$ cat src/rtl/hsynth_capture_dma_ctrl.sv
// hsynth_capture_dma_ctrl: schedules burst/single DMA requests that drain the
// synth audio capture FIFO, and keeps sticky error flags and request counters.
module hsynth_capture_dma_ctrl #(
  parameter int unsigned BURST_LEN = 8,
  parameter int unsigned FIFO_AW   = 4,
  parameter int unsigned TMO_W     = 16
) (
  input  logic               clk,
  input  logic               reset_n,
  input  logic               enable,
  input  logic               clear,
  input  logic [TMO_W-1:0]   timeout_cycles,
  input  logic [FIFO_AW:0]   fifo_used,
  input  logic               fifo_empty,
  input  logic               fifo_full,
  input  logic               fifo_wr,
  input  logic               fifo_rd,
  input  logic               dma_ack,
  output logic               dma_req,
  output logic               dma_single,
  output logic               busy,
  output logic               ovf_sticky,
  output logic               err_sticky,
  output logic [15:0]        burst_cnt,
  output logic [15:0]        single_cnt
);

  localparam int unsigned CW           = FIFO_AW + 1;
  localparam logic [CW-1:0] BURST_LEN_C  = CW'(BURST_LEN);
  localparam logic [CW-1:0] SINGLE_LEN_C = CW'(1);

  typedef enum logic [1:0] {
    ST_IDLE = 2'd0,
    ST_BREQ = 2'd1,
    ST_SREQ = 2'd2,
    ST_HOLD = 2'd3
  } state_t;

  state_t             state_q, state_n;
  logic [TMO_W-1:0]   tmo_cnt_q, tmo_cnt_n;
  logic [CW-1:0]      rd_cnt_q, rd_cnt_n;
  logic               hold_q, hold_n;
  logic               dma_req_n, dma_single_n, busy_n;
  logic               ovf_n, err_n;
  logic [15:0]        burst_cnt_n, single_cnt_n;

  logic [CW-1:0]      rd_inc;
  logic               burst_go;
  logic               tmo_elig;
  logic               tmo_hit;

  // Request qualifiers; read count includes the current cycle's pop and saturates
  always_comb begin
    rd_inc   = (rd_cnt_q == '1) ? rd_cnt_q : rd_cnt_q + CW'(fifo_rd);
    burst_go = enable && (fifo_used >= BURST_LEN_C);
    tmo_elig = enable && !fifo_empty && (fifo_used < BURST_LEN_C);
    tmo_hit  = enable && !fifo_empty && (timeout_cycles != '0) &&
               (tmo_cnt_q >= (timeout_cycles - TMO_W'(1)));
  end

  // Next-state and registered-output logic; clear overrides everything
  always_comb begin
    state_n      = state_q;
    tmo_cnt_n    = '0;
    rd_cnt_n     = '0;
    hold_n       = 1'b0;
    dma_req_n    = 1'b0;
    dma_single_n = 1'b0;
    ovf_n        = ovf_sticky | (fifo_wr & fifo_full);
    err_n        = err_sticky;
    burst_cnt_n  = burst_cnt;
    single_cnt_n = single_cnt;

    unique case (state_q)
      ST_IDLE: begin
        if (dma_ack) err_n = 1'b1;
        if (burst_go) begin
          state_n   = ST_BREQ;
          dma_req_n = 1'b1;
        end else if (tmo_hit) begin
          state_n      = ST_SREQ;
          dma_single_n = 1'b1;
        end else if (tmo_elig) begin
          tmo_cnt_n = (tmo_cnt_q == '1) ? tmo_cnt_q : tmo_cnt_q + TMO_W'(1);
        end
      end
      ST_BREQ: begin
        rd_cnt_n = rd_inc;
        if (dma_ack) begin
          state_n     = ST_HOLD;
          rd_cnt_n    = '0;
          burst_cnt_n = burst_cnt + 16'd1;
          if (rd_inc != BURST_LEN_C) err_n = 1'b1;
        end else begin
          dma_req_n = 1'b1;
        end
      end
      ST_SREQ: begin
        rd_cnt_n = rd_inc;
        if (dma_ack) begin
          state_n      = ST_HOLD;
          rd_cnt_n     = '0;
          single_cnt_n = single_cnt + 16'd1;
          if (rd_inc != SINGLE_LEN_C) err_n = 1'b1;
        end else begin
          dma_single_n = 1'b1;
        end
      end
      ST_HOLD: begin
        if (dma_ack) err_n = 1'b1;
        // Two cycles of hold cover the FIFO status latency
        if (hold_q) state_n = ST_IDLE;
        else        hold_n  = 1'b1;
      end
      default: state_n = ST_IDLE;
    endcase

    if (clear) begin
      state_n      = ST_IDLE;
      tmo_cnt_n    = '0;
      rd_cnt_n     = '0;
      hold_n       = 1'b0;
      dma_req_n    = 1'b0;
      dma_single_n = 1'b0;
      ovf_n        = 1'b0;
      err_n        = 1'b0;
      burst_cnt_n  = '0;
      single_cnt_n = '0;
    end

    busy_n = (state_n != ST_IDLE);
  end

  // State, counters and outputs
  always_ff @(posedge clk or negedge reset_n) begin
    if (!reset_n) begin
      state_q    <= ST_IDLE;
      tmo_cnt_q  <= '0;
      rd_cnt_q   <= '0;
      hold_q     <= 1'b0;
      dma_req    <= 1'b0;
      dma_single <= 1'b0;
      busy       <= 1'b0;
      ovf_sticky <= 1'b0;
      err_sticky <= 1'b0;
      burst_cnt  <= '0;
      single_cnt <= '0;
    end else begin
      state_q    <= state_n;
      tmo_cnt_q  <= tmo_cnt_n;
      rd_cnt_q   <= rd_cnt_n;
      hold_q     <= hold_n;
      dma_req    <= dma_req_n;
      dma_single <= dma_single_n;
      busy       <= busy_n;
      ovf_sticky <= ovf_n;
      err_sticky <= err_n;
      burst_cnt  <= burst_cnt_n;
      single_cnt <= single_cnt_n;
    end
  end

endmodule

$ cat config.mk
export PLATFORM = sky130hd
export DESIGN_NAME = hsynth_capture_dma_ctrl
export DESIGN_NICKNAME = d
export VERILOG_FILES = /design/src/rtl/hsynth_capture_dma_ctrl.sv
export SDC_FILE = /design/constraint.sdc
export NUM_CORES = 1
export LEC_CHECK = 0
export CAP_MARGIN = 5
export CORE_UTILIZATION = 58
export DETAILED_ROUTE_END_ITERATION = 12
export GPL_TIMING_DRIVEN = 0
export PLACE_DENSITY = 0.84
export SLEW_MARGIN = 0
export SYNTH_ARGS = -nofsm -noshare
export SYNTH_HDL_FRONTEND = slang
export SYNTH_SLANG_ARGS = --single-unit
$ cat constraint.sdc
create_clock -name clk -period 6.3 [get_ports clk]
set_input_delay 1.26 -clock clk [delete_from_list [all_inputs] [get_ports clk]]
set_output_delay 1.26 -clock clk [all_outputs]
set_load 0.03 [all_outputs]
==> impl_metrics.json <==
{
  "syn_nets": 478,
  "setup_tns_ps": 0,
  "cp_top_family": "simple AND/OR/NAND/NOR gates",
  "start_util_pct": 60.66,
  "async_flop_share_pct": 100.0,
  "finalCritPeriodShare_pct": 74.46,
  "grt_pass1_wl_um": 15030,
  "cts_inserted_buffers": 9,
  "cts-root-buf": "clkbuf_8",
  "syn-cell-area_sq_um": 3874,
  "antenna_cells": 0,
  "worstRegToRegCells": 8,
  "switching_share_pct": 31.72,
  "min_period_ps": 4691,
  "layout-drive-gt1-share_pct": 6.986,
  "fp.dieW_um": 83.73,
  "crit_arrival_ps": 4900,
  "antenna_found_initial": 0,
  "pwr-share-seq_pct": 42.5,
  "postSynthCellCount": 422,
  "path_clk_slew_ps": 70,
  "min_path_cells": 2,
  "grt-ovfl-total": 0,
  "synth_edf_count": 0,
  "wl_per_cell_um": 15.27,
  "status": "completed",
  "cts_buffer_depth": 2,
  "peakVddDrop_mv": 0.1694,
  "ys_warn_count": 0,
  "crit_slowest_cell": "or4b_4",
  "finalHoldViolations": 0,
  "yosys_register_bits": 61,
  "cp-start-kind": "input pin",
  "netlist.area_leader.share_pct": 39.41,
  "r2r_slack_ps": 3720,
  "drc": 0,
  "place_congestion": 0.8537,
  "preCtsSetupSlack_ps": 1297,
  "grt_pass1_vias": 3252,
  "holdCritStartpoint": "ovf_sticky",
  "holdBufCountCts": 0,
  "critPathCaptureType": "register",
  "syn-mean-instance-area_sq_um": 9.179,
  "num_vias": 3320,
  "worstPathCellList": "clkdlybuf4s50_1, nor3_1, nand3_1, nor4_1, nor2b_1, xnor2_1, ha_1, nand4_1, nor3_2, or4b_4, a31oi_4, buf_6, a31oi_1",
  "dieArea_sq_um": 7010,
  "setup_violations": 0,
  "power_density_nw_per_um2": 210.8,
  "synth_top_flop_cell": "dfrtp_1",
  "htree_levels": 3,
  "ctsResizeCount": 0,
  "finClkSkew_ps": 11.56,
  "slew-limit-headroom_pct": 40.07,
  "worst-path-buf-inv": 2,
  "ys_top_cells_by_area": "dfrtp_1 39%, ha_1 8.4%, xor2_1 7.0%",
  "grt_use_total_pct": 26.91,
  "core_area_sq_um": 6386,
  "combinationalPowerShare_pct": 23.6,
  "power_switching_w": 0.0003207,
  "rsz0062_at_grt": "false",
  "num_rows": 29,
  "cap_violations": 0,
  "antenna_left": 0,
  "syn2layout_area_growth_pct": 23.84,
  "p_leak_nw": 2.053,
  "r2r_end": "tmo_cnt_q[10]",
  "critPathLaunch": "timeout_cycles[2]",
  "ys_seq_area_share_pct": 39.41,
  "cp_data_required_time_ps": 6510,
  "wl_um": 8824,
  "hpwl_um": 6408,
  "slew_violations": 0,
  "synth.most_common_cell": "dfrtp_1",
  "clock_power_share_pct": 33.9,
  "synth_cell_types": 55,
  "grt_max_degree": 38,
  "clock.fmax_mhz": 213.2,
  "max_slew.worst_pin.slew_ps": 890.8,
  "boundaryPins": 67,
  "clk_latency_ps": 330,
  "synthTopCellsByCount": "61 x dfrtp_1, 59 x nor2_1, 32 x nand2_1",
  "path_max_fanout": 10,
  "internal_power_w": 0.0006905,
  "post_cts_buffers": 0,
  "crit_path_max_incr_delay_ps": 540,
  "finalNetCount": 552,
  "numClockSinks": 61,
  "cts_tree": "built",
  "fill_cells": 461,
  "setup_ws_ps": 1609,
  "drt-initial-drc-count": 162,
  "numPortBuffers": 62,
  "rr_startpoint": "state_q[1]",
  "yosys.area.top_type": "dfrtp_1",
  "holdCritPathClass": "register to register",
  "die_h_um": 83.73,
  "vias_per_cell": 5.744,
  "critical_path_class": "input pin to register",
  "holdPathEnd": "ovf_sticky",
  "firstDrtPassIters": 4
}
-- cells by family (layout without fill, tap and decap cells) --
kind of cell,after synthesis,in the layout,synth area share (%)
DFF,61,61,39.41
and+or+nand+nor,189,189,25.55
AOI/OAI and AO/OA,65,65,11.43
xor gates and xnor gates,53,53,11.98
muxes,1,1,0.2907
adders and majority gates,26,26,8.398
buffers and inverters,27,106,2.939
-- flip-flops by register name, summed over array words and instances, names as in the netlist --
name and count:
single_cnt 16, ovf_sticky 1, tmo_cnt_q 16, busy 1
dma_req 1, err_sticky 1, rd_cnt_q 5, burst_cnt 16
state_q 2, hold_q 1, dma_single 1
-- stage by stage --
step / hold WS [ps] / instances / total power (W) / instance area (sq um) / utilization (%)
3_5_place_dp: 492.4 / 562 / 0.0006708 / 4606 / 72.12
4_1_cts: 510.5 / 578 / 0.001014 / 4797 / 75.12
2_1_floorplan: 510.2 / 422 / 0.0005852 / 3874 / -
6_report: 513.4 / 578 / 0.001011 / 4797 / 75.12
3_3_place_gp: 478.3 / 561 / 0.0006630 / 4591 / 71.88
5_1_grt: 558.9 / 578 / 0.001065 / 4797 / 75.12
-- tightest hold or removal path: cells and delay by family (launching register included) --
kind	cells	cell delay, ps
flip-flops	1	360
AND/OR/NAND/NOR	1	70
AO/OA/AOI/OAI	1	40
-- cell usage in the layout (no fill, tap or decap), types with 3 or more instances in the layout --
cell,Yosys,layout
and2_1,3,3
nor3_1,16,16
xnor2_1,22,22
clkbuf_1,9,10
a31o_2,3,3
and3_1,8,8
o21ai_0,17,17
nand4_1,10,10
nand2b_1,8,8
dfrtp_1,61,61
clkdlybuf4s50_1,0,61
nand2_1,32,32
ha_1,26,26
clkbuf_8,0,9
a31oi_1,7,7
or3_1,5,5
nor4_1,9,9
nand3_1,17,17
and4_1,4,4
inv_1,14,14
nor2b_1,3,3
a21oi_1,20,20
nor2_1,59,59
xor2_1,31,31
-- layer usage --
layer	track usage (%)	wire length, um
met5	0	0
met3	4.748	278
met4	8.937	85
met1	36.41	4069
met2	43.90	4390
-- worst max-delay path by stage --
stage                            end  slack (ps)  cells after the start
after floorplan           state_q[0]        2360                     12
after global placement    state_q[0]        1500                     13
after detailed placement  state_q[0]        1300                     13
after CTS                 state_q[0]        1640                     13
after global routing      state_q[0]        1440                     13
final                     state_q[0]        1610                     13
-- area by class of cell --
type / count / area (sq um) / share of cell area, %
well taps: 77 / 96.34 / 2.008
plain buffers: 13 / 61.31 / 1.278
clock buffers: 10 / 127.6 / 2.660
inverters: 14 / 52.55 / 1.095
multi-input cells: 334 / 2233 / 46.56
flip-flops and latches: 61 / 1526 / 31.82
clock inverters: 6 / 63.81 / 1.330
repair buffers: 63 / 635.6 / 13.25
-- power by group through the flow --
| stage | clock network, W | logic (W) | registers, W |
|---|---|---|---|
| CTS | 0.000347 | 0.000237 | 0.000429 |
| global placement | 0 | 0.000227 | 0.000436 |
| finish | 0.000343 | 0.000238 | 0.000430 |
| global route | 0.000370 | 0.000263 | 0.000432 |
| floorplan | 0 | 0.000132 | 0.000454 |
| detailed placement | 0 | 0.000235 | 0.000436 |
No activity file was read; power rests on OpenSTA's default activity.
